===== config.mk =====
export PLATFORM = sky130hd
export DESIGN_NAME = switch_debouncer_flat
export DESIGN_NICKNAME = d
export VERILOG_FILES = /design/src/rtl/switch_debouncer_pkg.sv /design/src/rtl/switch_debouncer_if.sv /design/src/rtl/switch_debouncer_debounce_bit.sv /design/src/rtl/switch_debouncer.sv /design/src/flat_wrapper.sv
export SDC_FILE = /design/constraint.sdc
export NUM_CORES = 1
export LEC_CHECK = 0
export ABC_AREA = 0
export CORE_ASPECT_RATIO = 1.2
export CORE_UTILIZATION = 62
export CTS_CLUSTER_DIAMETER = 50
export CTS_CLUSTER_SIZE = 12
export DETAILED_ROUTE_END_ITERATION = 6
export HOLD_SLACK_MARGIN = 0.06
export PLACE_DENSITY = 0.87
export SLEW_MARGIN = 25
export SYNTH_ARGS = -nofsm -noshare
export SYNTH_HDL_FRONTEND = slang
export SYNTH_SLANG_ARGS = --single-unit

===== constraint.sdc =====
create_clock -name clk -period 8.1 [get_ports clk]
set_clock_uncertainty 0.2 [all_clocks]
set_input_delay 1.62 -clock clk [delete_from_list [all_inputs] [get_ports clk]]
set_output_delay 1.62 -clock clk [all_outputs]
set_load 0.02 [all_outputs]

===== src/rtl/switch_debouncer_pkg.sv =====
// switch_debouncer_pkg: shared board constants and per-bit state type for the switch debouncer.
package hack_io_pkg;
    localparam int MOJO_CLK_HZ         = 50_000_000;
    localparam int DEBOUNCE_MS_DEFAULT = 10;
    localparam int SW_BANK_WIDTH       = 4;
    localparam int SW_TOTAL_WIDTH      = 8;
    localparam int SYNC_STAGES_DEFAULT = 2;
    typedef enum logic {IDLE, PENDING} db_state_e;
    function automatic int debounce_cycles(input int clk_hz, input int ms);
        return (clk_hz / 1000) * ms;
    endfunction
endpackage


===== src/rtl/switch_debouncer_if.sv =====
// switch_debouncer_if: raw switch inputs and debounced outputs; sw_rise/sw_fall exist only with DEBOUNCE_EDGE_EN.
interface switch_debouncer_if #(parameter int WIDTH = 8);
    logic [WIDTH-1:0] sw_raw;
    logic [WIDTH-1:0] sw_stable;
    logic             sw_change;
    logic             settled;
`ifdef DEBOUNCE_EDGE_EN
    logic [WIDTH-1:0] sw_rise;
    logic [WIDTH-1:0] sw_fall;
    modport master (output sw_raw, input sw_stable, sw_change, settled, sw_rise, sw_fall);
    modport slave  (input sw_raw, output sw_stable, sw_change, settled, sw_rise, sw_fall);
`else
    modport master (output sw_raw, input sw_stable, sw_change, settled);
    modport slave  (input sw_raw, output sw_stable, sw_change, settled);
`endif
endinterface


===== src/rtl/switch_debouncer_debounce_bit.sv =====
// debounce_bit: synchroniser, stability counter and accepted-level flop for one switch bit.
module debounce_bit
    import hack_io_pkg::*;
#(
    parameter int SYNC_STAGES   = 2,
    parameter int STABLE_CYCLES = 4
) (
    input  logic clk,
    input  logic rst,
    input  logic raw_i,
    output logic stable_o,
    output logic upd_o,
    output logic pending_o
);
    localparam int CW = $clog2(STABLE_CYCLES + 1);
    localparam logic [CW-1:0] LAST = CW'(STABLE_CYCLES - 1);
    logic [SYNC_STAGES-1:0] sync_q;
    logic [CW-1:0]          cnt_q;
    logic                   stable_q;
    logic                   upd_q;
    logic                   s;
    db_state_e              state;
    assign s         = sync_q[SYNC_STAGES-1];
    assign state     = (s != stable_q) ? PENDING : IDLE;
    assign pending_o = (state == PENDING);
    assign stable_o  = stable_q;
    assign upd_o     = upd_q;
    // A level is accepted on the cycle the count reaches its last value; any revert clears the count.
    always_ff @(posedge clk or posedge rst) begin
        if (rst) begin
            sync_q   <= '0;
            cnt_q    <= '0;
            stable_q <= 1'b0;
            upd_q    <= 1'b0;
        end else begin
            sync_q   <= {sync_q[SYNC_STAGES-2:0], raw_i};
            upd_q    <= 1'b0;
            if (state == IDLE) begin
                cnt_q <= '0;
            end else if (cnt_q == LAST) begin
                stable_q <= s;
                cnt_q    <= '0;
                upd_q    <= 1'b1;
            end else begin
                cnt_q <= cnt_q + 1'b1;
            end
        end
    end
endmodule


===== src/rtl/switch_debouncer.sv =====
// switch_debouncer: per-bit debounce of raw DIP switches with change/settled flags; optional edge pulses under DEBOUNCE_EDGE_EN.
module switch_debouncer
    import hack_io_pkg::*;
#(
    parameter int WIDTH         = SW_TOTAL_WIDTH,
    parameter int SYNC_STAGES   = SYNC_STAGES_DEFAULT,
    parameter int STABLE_CYCLES = debounce_cycles(MOJO_CLK_HZ, DEBOUNCE_MS_DEFAULT)
) (
    input logic                clk,
    input logic                rst,
    switch_debouncer_if.slave  bus
);
    logic [WIDTH-1:0] stable;
    logic [WIDTH-1:0] upd;
    logic [WIDTH-1:0] pending;
    genvar i;
    generate
        for (i = 0; i < WIDTH; i++) begin : g_bit
            debounce_bit #(
                .SYNC_STAGES  (SYNC_STAGES),
                .STABLE_CYCLES(STABLE_CYCLES)
            ) u_bit (
                .clk      (clk),
                .rst      (rst),
                .raw_i    (bus.sw_raw[i]),
                .stable_o (stable[i]),
                .upd_o    (upd[i]),
                .pending_o(pending[i])
            );
        end
    endgenerate
    assign bus.sw_stable = stable;
    assign bus.sw_change = |upd;
    assign bus.settled   = ~|pending;
`ifdef DEBOUNCE_EDGE_EN
    assign bus.sw_rise   = upd & stable;
    assign bus.sw_fall   = upd & ~stable;
`endif
endmodule

===== src/flat_wrapper.sv =====
// flat-port wrapper written by rule: the top's interface ports become plain ports
module switch_debouncer_flat import hack_io_pkg::*;
#(
    parameter int WIDTH         = SW_TOTAL_WIDTH,
    parameter int SYNC_STAGES   = SYNC_STAGES_DEFAULT,
    parameter int STABLE_CYCLES = debounce_cycles(MOJO_CLK_HZ, DEBOUNCE_MS_DEFAULT)
)
  (clk, rst, bus_sw_raw, bus_sw_stable, bus_sw_change, bus_settled);
  switch_debouncer_if #(.WIDTH(WIDTH)) bus_i ();
  input logic clk;
  input logic rst;
  input wire logic [$bits(bus_i.sw_raw)-1:0] bus_sw_raw;
  output wire logic [$bits(bus_i.sw_stable)-1:0] bus_sw_stable;
  output wire logic [$bits(bus_i.sw_change)-1:0] bus_sw_change;
  output wire logic [$bits(bus_i.settled)-1:0] bus_settled;
  assign bus_i.sw_raw = bus_sw_raw;
  assign bus_sw_stable = bus_i.sw_stable;
  assign bus_sw_change = bus_i.sw_change;
  assign bus_settled = bus_i.settled;
  switch_debouncer #(.WIDTH(WIDTH), .SYNC_STAGES(SYNC_STAGES), .STABLE_CYCLES(STABLE_CYCLES)) u_core (.clk(clk), .rst(rst), .bus(bus_i));
endmodule

==> run summary, run 1 <==
Status - finished clean
Final non-filler cell total - 1077
Yosys top cell by area - dfrtp_1
Post-DP HPWL - 11.5 mm
Final wirelength - 17.1 mm
Post-CTS Repair Setup Buffers - 0
Worst Path Max Fanout - 4
Tot GR Track Use - 25.3%
Initial antenna violation count - 0
Num CTS Buffers - 17
Fraction of layout cells with a size suffix above 1 - 8.28%
Synth Flop Type - dfrtp_1
Number of synthesized register bits - 184
Final hold vios - 0
Hold Path Origin - u_core.g_bit[7].u_bit.sync_q[0]$_DFF_PP0_
Crit path kind - reg -> out
DR vias - 6563
Int Pwr - 0.00142 W
Worst-skew pair later-pin latency - 0.44 ns
Post-place setup slack - 4.04 ns
Cell Chain, Critical Path - xnor2_1, nand4_1, nor2_1, clkdlybuf4s50_1
Reg clk slew, reported paths - 0.07 ns
Remaining antenna violation count - 0
H-tree Lvls - 4
Final min period - 3.95 ns
Crit path DAT - 2.13 ns
PostCTS Resize Cnt - 0
Nets - 911
Largest net degree at the start of global routing - 99
RSZ-0062 raised after global routing - false
Startpoint Class - flip-flop
Peak supply drop - 0.154 mV
Clock sink count - 184
Fin crit share - 48.8%
Area grow syn2layout - 10.5%
CTS Root Cell - clkbuf_16
Slowest-stage cell, CP - clkdlybuf4s50_1
Synth top area share - 52.3%
Slew @ Worst Pin - 0.938 ns
First-pass GRT wire length - 30.1 mm
Drt first pass iters - 5
Hold path depth - 0
# fillers - 950
Initial Util - 63.7%
Post-Synthesis Cells - 870
Slew HR - 37.2%
Critical Path RT - 6.28 ns
Power Dens Cells - 188 nW/um^2
Post-synth EDFFs - 0
Warnings, synthesis - 0
Hold Path Sink - u_core.g_bit[7].u_bit.sync_q[1]$_DFF_PP0_
FF-to-FF setup slack - 5.50 ns
Unique masters post-synth - 36
Row count - 47
CTS tree - yes
R2r startpoint - u_core.g_bit[4].u_bit.cnt_q[0]$_DFF_PP0_
Ys async rst share - 100%
Clock power frac - 44.8%
Worst setup margin - 4.15 ns
Fin Hold WS - 0.149 ns
FMAX - 253 MHz
Die extent in y - 133 um
HP Class - reg -> reg
Synth Cell Area - 8810 um^2
Net Sw Power - 0.000404 W
Routed vias/inst - 6.09
Placed cells - 1045
Grt total ovfl - 0
Final Max Slew Viols - 0
Gate power share - 3.4%
First DRT Iteration DRCs - 437
Leakage - 3.81 nW
Synth area leaders - dfrtp_1 (52%), xnor2_1 (8.9%), nor2_1 (6.5%)
Max-cap viol count - 0
Die W - 111 um
Wire length per cell - 15.9 um
RD Place Congestion - 0.839
Seq/Total Area, Yosys - 52.3%
Critical Path End Type - primary output
Port Buffers - 19
TNS Setup - 0 ns
Die area - 14700 um^2
Post-Syn Nets - 888
I/O pin cnt - 20
Vias in the first global route - 6551
R2R cell count - 5
Drc violations - 0
Hold Buf Count CTS - 0
CP peak stage delay - 0.63 ns
Avg Inst Size Synth - 10.1 um^2
R2r endpoint - u_core.g_bit[4].u_bit.cnt_q[5]$_DFF_PP0_
Final setup violation count - 0
Ant diodes - 0
Seq pwr share - 51.8%
Switch share - 22.1%
Core area - 13800 um^2
Clk buf depth - 2
critical path: cells and delay by family (launching register included):
kind                      cells  cell delay [ns]
buffers and inverters         1             0.63
DFF                           1             0.44
xor gates and xnor gates      1             0.32
and+or+nand+nor               2             0.32
stage by stage:
stage	cell area (um^2)	utilization (%)	power, W
2_1_floorplan	8810	-	0.00100
3_3_place_gp	9150	66.2	0.00102
3_5_place_dp	9150	66.2	0.00103
4_1_cts	9730	70.4	0.00184
5_1_grt	9730	70.4	0.00189
6_report	9730	70.4	0.00183
Yosys cell counts (all sizes together), types with 15 or more instances:
cell	number
nor4	39
nor3	19
a21oi	28
or3	20
buf	19
dfrtp	184
xnor2	90
nand4	49
or4	19
inv	24
nand3	57
nand2	43
o41ai	15
xor2	30
nor2	153
power groups by stage:
| stage | Clock (W) | Combinational, W | Sequential, W |
|---|---|---|---|
| after floorplan | 0 | 0.0000438 | 0.000960 |
| after CTS | 0.000832 | 0.0000632 | 0.000947 |
| after global routing | 0.000866 | 0.0000712 | 0.000949 |
| after detailed placement | 0 | 0.0000624 | 0.000964 |
| final | 0.000820 | 0.0000614 | 0.000947 |
| after global placement | 0 | 0.0000598 | 0.000962 |
worst max path at each step:
stage                                          endpoint  slack, ns  cells past startpoint                                  startpoint
2_1_floorplan  u_core.g_bit[0].u_bit.cnt_q[0]$_DFF_PP0_       1.28                      1                                         rst
3_3_place_gp   u_core.g_bit[1].u_bit.cnt_q[6]$_DFF_PP0_       4.09                      3                                         rst
3_5_place_dp   u_core.g_bit[5].u_bit.cnt_q[6]$_DFF_PP0_       4.04                      3                                         rst
4_1_cts                                     bus_settled       4.12                      4  u_core.g_bit[4].u_bit.stable_o$_DFFE_PP0P_
5_1_grt                                     bus_settled       3.96                      4  u_core.g_bit[4].u_bit.stable_o$_DFFE_PP0P_
6_report                                    bus_settled       4.15                      4  u_core.g_bit[4].u_bit.stable_o$_DFFE_PP0P_
routing by layer:
metal | global-route usage [%] | part of all wire, %
met2 | 41.3 | 50
met3 | 5.41 | 4.1
met5 | 0 | 0
met1 | 32.1 | 43
met4 | 12.3 | 2.8
sequential cells by signal, indices dropped and copies added (netlist names):
register	count
u_core.g_bit.u_bit.cnt_q	152
u_core.g_bit.u_bit.stable_o	8
u_core.g_bit.u_bit.sync_q	16
u_core.g_bit.u_bit.upd_o	8
final cells by class:
type / instances / area, um^2 / share of cell area [%]
sequential: 184 / 4600 / 47.3
multi-input combinational: 639 / 3980 / 40.9
inverter: 24 / 95.1 / 0.977
clock buffer: 22 / 464 / 4.77
timing repair buffer: 27 / 254 / 2.61
tap: 171 / 214 / 2.20
clock inverter: 10 / 119 / 1.22
placed cells by master (no fill, tap or decap), types with 9 or more instances in the layout:
| cell type | instances |
|---|---|
| o31ai_1 | 9 |
| xor2_1 | 30 |
| dfrtp_1 | 184 |
| o21ai_0 | 12 |
| nor2_1 | 153 |
| or3_1 | 18 |
| nor3_1 | 19 |
| clkbuf_16 | 17 |
| clkdlybuf4s50_1 | 19 |
| and3_1 | 12 |
| nand2_1 | 43 |
| a21oi_1 | 28 |
| nand3_1 | 57 |
| or4_1 | 18 |
| nand4_1 | 46 |
| xnor2_1 | 90 |
| nor4_1 | 39 |
| inv_1 | 23 |
kinds of logic (layout without fill, tap and decap cells):
group,count (synthesis),count (layout),share of synthesized area (%)
simple gates,439,439,25.8
flops,184,184,52.3
xor+xnor,120,120,11.9
compound gates,64,64,5.34
buf+inv,47,83,2.53
fa+ha+maj,8,8,1.14
mux,8,8,1.02
Power figures use the tool's default switching activity.
==> run 2: changes to the inputs <==
==> constraint.sdc (replaced) <==
create_clock -name clk -period 3.9 [get_ports clk]
set_clock_uncertainty 0.2 [all_clocks]
set_input_delay 0.78 -clock clk [delete_from_list [all_inputs] [get_ports clk]]
set_output_delay 0.78 -clock clk [all_outputs]
set_load 0.02 [all_outputs]
==> run summary, run 2 (synthesized netlist as in run 1, its figures left out) <==
Status - finished clean
Commonest cells after routing, fill and taps aside - dfrtp_1 (184), nor2_1 (153), xnor2_1 (90)
CP peak stage delay - 0.63 ns (about the same)
Switch share - 22.9% (+0.82 points)
Max-cap viol count - 0 (unchanged)
Crit path kind - reg -> out
Wire length per cell - 15.9 um (-0.34%)
Final wirelength - 17.1 mm (about the same)
CTS tree - yes
Initial Util - 63.7% (unchanged)
Slowest-stage cell, CP - clkdlybuf4s50_1
Total power - 0.00372 W (+100%)
Slew HR - 38.7% (+1.5 points)
Max FFs per register - 152 (unchanged)
Hold Buf Count CTS - 0 (unchanged)
Die extent in y - 133 um (unchanged)
Remaining antenna violation count - 0 (unchanged)
Placed cells - 1048 (+0.29%)
Startpoint Class - flip-flop
Largest net degree at the start of global routing - 67 (-32%)
Grt total ovfl - 0 (unchanged)
Worst-skew pair later-pin latency - 0.43 ns (about the same)
Top reg by flops - u_core.g_bit.u_bit.cnt_q
Tot GR Track Use - 25.0% (-0.30 points)
Final Max Slew Viols - 0 (unchanged)
Vias in the first global route - 6534 (-0.26%)
Commonest non-fill, non-tap cell in the layout - dfrtp_1
RD Place Congestion - 0.847 (+0.98%)
Clock sink count - 184 (unchanged)
Hold Path Origin - u_core.g_bit[7].u_bit.sync_q[0]$_DFF_PP0_
Core area - 13800 um^2 (unchanged)
Nets - 914 (+0.33%)
Post-DP HPWL - 11.5 mm (about the same)
Die W - 111 um (unchanged)
Net Sw Power - 0.000853 W (+110%)
RSZ-0062 raised after global routing - false
Drt first pass iters - 6 (+1)
Clock power frac - 43.5% (-1.3 points)
Crit path DAT - 2.19 ns (+0.06 ns)
Leakage - 3.82 nW (+0.22%)
Fin crit share - 81.3%
H-tree Lvls - 4 (unchanged)
I/O pin cnt - 20 (unchanged)
Cell Chain, Critical Path - xnor2_1, nand4_1, nor2_1, clkdlybuf4s50_1
Final min period - 3.17 ns
Critical Path RT - 2.92 ns (-3.36 ns)
Port Buffers - 19 (unchanged)
Critical Path Start - u_core.g_bit[0].u_bit.stable_o$_DFFE_PP0P_
Clk buf depth - 2 (unchanged)
Peak supply drop - 0.286 mV (+86%)
Die area - 14700 um^2 (unchanged)
Critical Path End Type - primary output
Seq pwr share - 52.9% (+1.1 points)
PostCTS Resize Cnt - 0 (unchanged)
TNS Setup - 0 ns (unchanged)
Fraction of layout cells with a size suffix above 1 - 8.80% (+0.52 points)
HP Class - reg -> reg
FMAX - 315 MHz
Row count - 47 (unchanged)
Slew @ Worst Pin - 0.916 ns (-0.0219 ns)
Int Pwr - 0.00287 W (+100%)
Final non-filler cell total - 1080 (+0.28%)
R2r startpoint - u_core.g_bit[4].u_bit.cnt_q[0]$_DFF_PP0_
Worst Path Max Fanout - 4 (unchanged)
Final setup violation count - 0 (unchanged)
Power Dens Cells - 382 nW/um^2 (+100%)
Gate power share - 3.6% (+0.2 points)
First DRT Iteration DRCs - 444 (+1.6%)
CTS Root Cell - clkbuf_16
Reg clk slew, reported paths - 0.07 ns (about the same)
Post-CTS Repair Setup Buffers - 0 (unchanged)
Final hold vios - 0 (unchanged)
Routed vias/inst - 6.05 (-0.72%)
DR vias - 6534 (-0.44%)
Ant diodes - 0 (unchanged)
First-pass GRT wire length - 29.8 mm (-1.0%)
Num CTS Buffers - 17 (unchanged)
Regs by FF count - u_core.g_bit.u_bit.cnt_q: 152 flops, u_core.g_bit.u_bit.sync_q: 16 flops
Area grow syn2layout - 10.6%
Initial antenna violation count - 0 (unchanged)
Drc violations - 0 (unchanged)
==> run 2: changes by cell type in the layout (fill, tap and decap cells not counted), sizes merged <==
cell	change
clkinv	+2
buf	+3
inv	+2
clkinvlp	+1
clkbuf	-4
bufinv	-1
==> run 2: through the flow <==
stage	instance area (um^2)	setup slack [ns]	util [%]	hold slack, ns
finish	9750	0.729	70.5	0.149
global route	9750	0.615	70.5	0.159
floorplan	8810	0.555	-	0.131
global placement	9190	1.24	66.5	0.134
CTS	9750	0.730	70.5	0.150
detailed placement	9190	1.20	66.5	0.135
==> run 2: layout make-up <==
class / count / area (um^2)
tap: 171 / 214
fill: 929 / 4070
clock buffer: 18 / 429
timing repair buffer: 30 / 298
clock inverter: 14 / 125
multi-input combinational: 639 / 3980
inverter: 24 / 93.8
sequential: 184 / 4600
==> run 2: power groups by stage <==
| stage | logic (W) | clock network (W) | registers, W |
|---|---|---|---|
| floorplan | 0.0000914 | 0 | 0.00199 |
| global placement | 0.000130 | 0 | 0.00200 |
| detailed placement | 0.000135 | 0 | 0.00200 |
| CTS | 0.000137 | 0.00165 | 0.00197 |
| global route | 0.000152 | 0.00172 | 0.00197 |
| finish | 0.000134 | 0.00162 | 0.00197 |
==> run 2: final timing paths <==
path                                                              to  slack [ns]  cells after the start
max                                                      bus_settled        0.73                      4
min                        u_core.g_bit[7].u_bit.sync_q[1]$_DFF_PP0_        0.15                      0
max in group asynchronous  u_core.g_bit[0].u_bit.cnt_q[16]$_DFF_PP0_        2.11                      3
min in group asynchronous   u_core.g_bit[2].u_bit.cnt_q[5]$_DFF_PP0_        0.62                      2
min reg2reg                u_core.g_bit[7].u_bit.sync_q[1]$_DFF_PP0_        0.15                      0
max reg2reg                u_core.g_bit[4].u_bit.cnt_q[10]$_DFF_PP0_        1.39                      5
==> run 2: critical path, delay by kind of cell, from the launching register on <==
kind,cells,cell delay [ns]
and+or+nand+nor,2,0.31
buffers and inverters,1,0.63
xor gates and xnor gates,1,0.38
DFF,1,0.43
==> run 2: per-layer routing <==
| layer | wire [um] | vias to the layer above | GRT usage [%] | share of wire [%] |
|---|---|---|---|---|
| met5 | 0 | - | 0 | 0 |
| met4 | 395 | 0 | 9.85 | 2.3 |
| met3 | 664 | 34 | 5.50 | 3.9 |
| li1 | - | 3152 | - | - |
| met1 | 7470 | 3191 | 31.2 | 44 |
| met2 | 8600 | 157 | 42.4 | 50 |
==> run 3: changes to the inputs <==
--- a/config.mk
+++ b/config.mk
@@ -7,12 +7,12 @@
 export LEC_CHECK = 0
 export ABC_AREA = 0
 export CORE_ASPECT_RATIO = 1.2
-export CORE_UTILIZATION = 62
+export CORE_UTILIZATION = 56
 export CTS_CLUSTER_DIAMETER = 50
 export CTS_CLUSTER_SIZE = 12
 export DETAILED_ROUTE_END_ITERATION = 6
 export HOLD_SLACK_MARGIN = 0.06
-export PLACE_DENSITY = 0.87
+export PLACE_DENSITY = 0.83
 export SLEW_MARGIN = 25
 export SYNTH_ARGS = -nofsm -noshare
 export SYNTH_HDL_FRONTEND = slang
==> constraint.sdc (replaced) <==
create_clock -name clk -period 2.7 [get_ports clk]
set_clock_uncertainty 0.2 [all_clocks]
set_input_delay 0.54 -clock clk [delete_from_list [all_inputs] [get_ports clk]]
set_output_delay 0.54 -clock clk [all_outputs]
set_load 0.02 [all_outputs]
==> run summary, run 3 (synthesized netlist as in run 1, its figures left out) <==
Fraction of layout cells with a size suffix above 1 - 10.1% (+1.3 points)
TNS Setup - 0 ns (unchanged)
Levels on crit path - 4 (unchanged)
Final hold vios - 0 (unchanged)
Clk buf depth - 2 (unchanged)
Crit path kind - reg -> out
Worst Path Max Fanout - 4 (unchanged)
Critical Path End Type - primary output
Total power - 0.00548 W (+47%)
Tot GR Track Use - 24.2% (-0.72 points)
Initial Util - 57.9% (-5.8 points)
Nets - 930 (+1.8%)
Die extent in y - 139 um (+5.1%)
Final min period - 2.54 ns
Area grow syn2layout - 12.7%
Largest net degree at the start of global routing - 61 (-9.0%)
H-tree Lvls - 4 (unchanged)
Regs by FF count - u_core.g_bit.u_bit.cnt_q: 152 flops, u_core.g_bit.u_bit.sync_q: 16 flops
Max-cap viol count - 0 (unchanged)
Fin crit share - 94.0%
Vias in the first global route - 6544 (+0.15%)
Final setup violation count - 0 (unchanged)
CP peak stage delay - 0.44 ns (-0.19 ns)
Initial antenna violation count - 0 (unchanged)
Wire length per cell - 15.6 um (-1.4%)
Commonest non-fill, non-tap cell in the layout - dfrtp_1
Top reg by flops - u_core.g_bit.u_bit.cnt_q
Final Max Slew Viols - 0 (unchanged)
Commonest cells after routing, fill and taps aside - dfrtp_1 (184), nor2_1 (153), xnor2_1 (88)
Slowest-stage cell, CP - dfrtp_1
CTS tree - yes
FMAX - 394 MHz
Max FFs per register - 152 (unchanged)
R2R cell count - 5 (unchanged)
Slew HR - 68.4% (+30 points)
Clock sink count - 184 (unchanged)
CP delay by family, top - flip-flops
Post-DP HPWL - 11.9 mm (+3.3%)
Final non-filler cell total - 1125 (+4.2%)
Die W - 116 um (+5.1%)
Hold path depth - 0 (unchanged)
Slew @ Worst Pin - 0.469 ns (-0.447 ns)
Critical Path RT - 1.96 ns (-0.96 ns)
Worst Path Buf+Inv - 1 (unchanged)
Placed cells - 1097 (+4.7%)
DR vias - 6603 (+1.1%)
Routed vias/inst - 5.87 (-3.0%)
Drc violations - 0 (unchanged)
Row count - 49 (+4.3%)
HP Class - reg -> reg
First DRT Iteration DRCs - 410 (-7.7%)
Grt total ovfl - 0 (unchanged)
Hold Buf Count CTS - 0 (unchanged)
Post-Route Utilization - 65.3% (-5.2 points)
Peak supply drop - 0.431 mV (+51%)
RSZ-0062 raised after global routing - false
First-pass GRT wire length - 31.0 mm (+4.0%)
I/O pin cnt - 20 (unchanged)
Power Dens Cells - 552 nW/um^2 (+45%)
Status - finished clean
RD Place Congestion - 0.871 (+2.8%)
Leakage - 3.91 nW (+2.4%)
Ant diodes - 0 (unchanged)
Drt first pass iters - 7 (+1)
Worst-skew pair later-pin latency - 0.43 ns (about the same)
Num CTS Buffers - 17 (unchanged)
Cell Chain, Critical Path - xnor2_2, nand4_1, nor2_1, dlygate4sd2_1
Core area - 15200 um^2 (+10%)
Reg clk slew, reported paths - 0.06 ns (about the same)
CTS Root Cell - clkbuf_16
Port Buffers - 19 (unchanged)
Remaining antenna violation count - 0 (unchanged)
Final wirelength - 17.6 mm (+2.7%)
Die area - 16200 um^2 (+11%)
Startpoint Class - flip-flop
Crit path DAT - 1.80 ns (-0.39 ns)
==> run 3: cell types whose count changed in the layout (fill, tap and decap cells not counted), sizes merged <==
| cell | before | now |
|---|---|---|
| clkinvlp | 4 | 3 |
| clkinv | 6 | 3 |
| dlygate4sd2 | 0 | 1 |
| inv | 27 | 24 |
| clkdlybuf4s50 | 19 | 18 |
| clkbuf | 18 | 19 |
| bufinv | 1 | 3 |
| buf | 11 | 27 |
==> run 3: final cells by class <==
type                    count  area [um^2]
clock buffers              19          433
clock inverters             9          129
fillers                  1196         5280
inverters                  24         93.8
multi-input cells         639         4000
flip-flops and latches    184         4600
well taps                 204          255
repair buffers             46          417
==> run 3: what timing repair did <==
item | CTS | global route
endpoints found under the setup margin | 1 | 0
buffers inserted | 0 | 0
resized for setup | 3 | 0
endpoints found under the hold margin | 0 | 0
==> run 3: per-stage QoR <==
stage	setup slack (ns)	hold slack, ns	cell area, um^2
finish	0.162	0.148	9930
global route	0.0209	0.154	9930
CTS	0.117	0.150	9930
detailed placement	0.214	0.136	9350
global placement	0.211	0.131	9350
floorplan	-0.405	0.131	8810
==> run 3: metal layers <==
layer	vias up	share of wire [%]	track usage (%)	wire (um)
met5	-	0	0	0
met2	139	51	39.9	8930
li1	3169	-	-	-
met3	32	3.8	5.14	677
met4	0	1.7	8.10	304
met1	3263	44	31.6	7690
==> run 3: where the power goes <==
group	internal (W)	switching (W)	total [W]	leakage (nW)
combinational	0.0000772	0.000129	0.000206	1.13
sequential	0.00280	0.0000462	0.00284	2.51
clock	0.00143	0.000997	0.00243	0.271
==> run 3: final timing paths <==
| path | from | endpoint | slack (ns) |
|---|---|---|---|
| hold / removal | u_core.g_bit[7].u_bit.sync_q[0]$_DFF_PP0_ | u_core.g_bit[7].u_bit.sync_q[1]$_DFF_PP0_ | 0.15 |
| setup reg to reg | u_core.g_bit[6].u_bit.cnt_q[0]$_DFF_PP0_ | u_core.g_bit[6].u_bit.cnt_q[18]$_DFF_PP0_ | 0.38 |
| setup / recovery | u_core.g_bit[6].u_bit.stable_o$_DFFE_PP0P_ | bus_settled | 0.16 |
| hold reg to reg | u_core.g_bit[7].u_bit.sync_q[0]$_DFF_PP0_ | u_core.g_bit[7].u_bit.sync_q[1]$_DFF_PP0_ | 0.15 |
| min in group asynchronous | rst | u_core.g_bit[5].u_bit.cnt_q[6]$_DFF_PP0_ | 0.25 |
| max in group asynchronous | rst | u_core.g_bit[7].u_bit.cnt_q[15]$_DFF_PP0_ | 1.35 |
==> run 3: worst reg2reg max path: cells and delay by family, from the launching register on <==
family,cells,cell delay [ns]
adders and majority gates,1,0.24
AOI/OAI and AO/OA,1,0.18
DFF,1,0.41
and+or+nand+nor,3,1.20
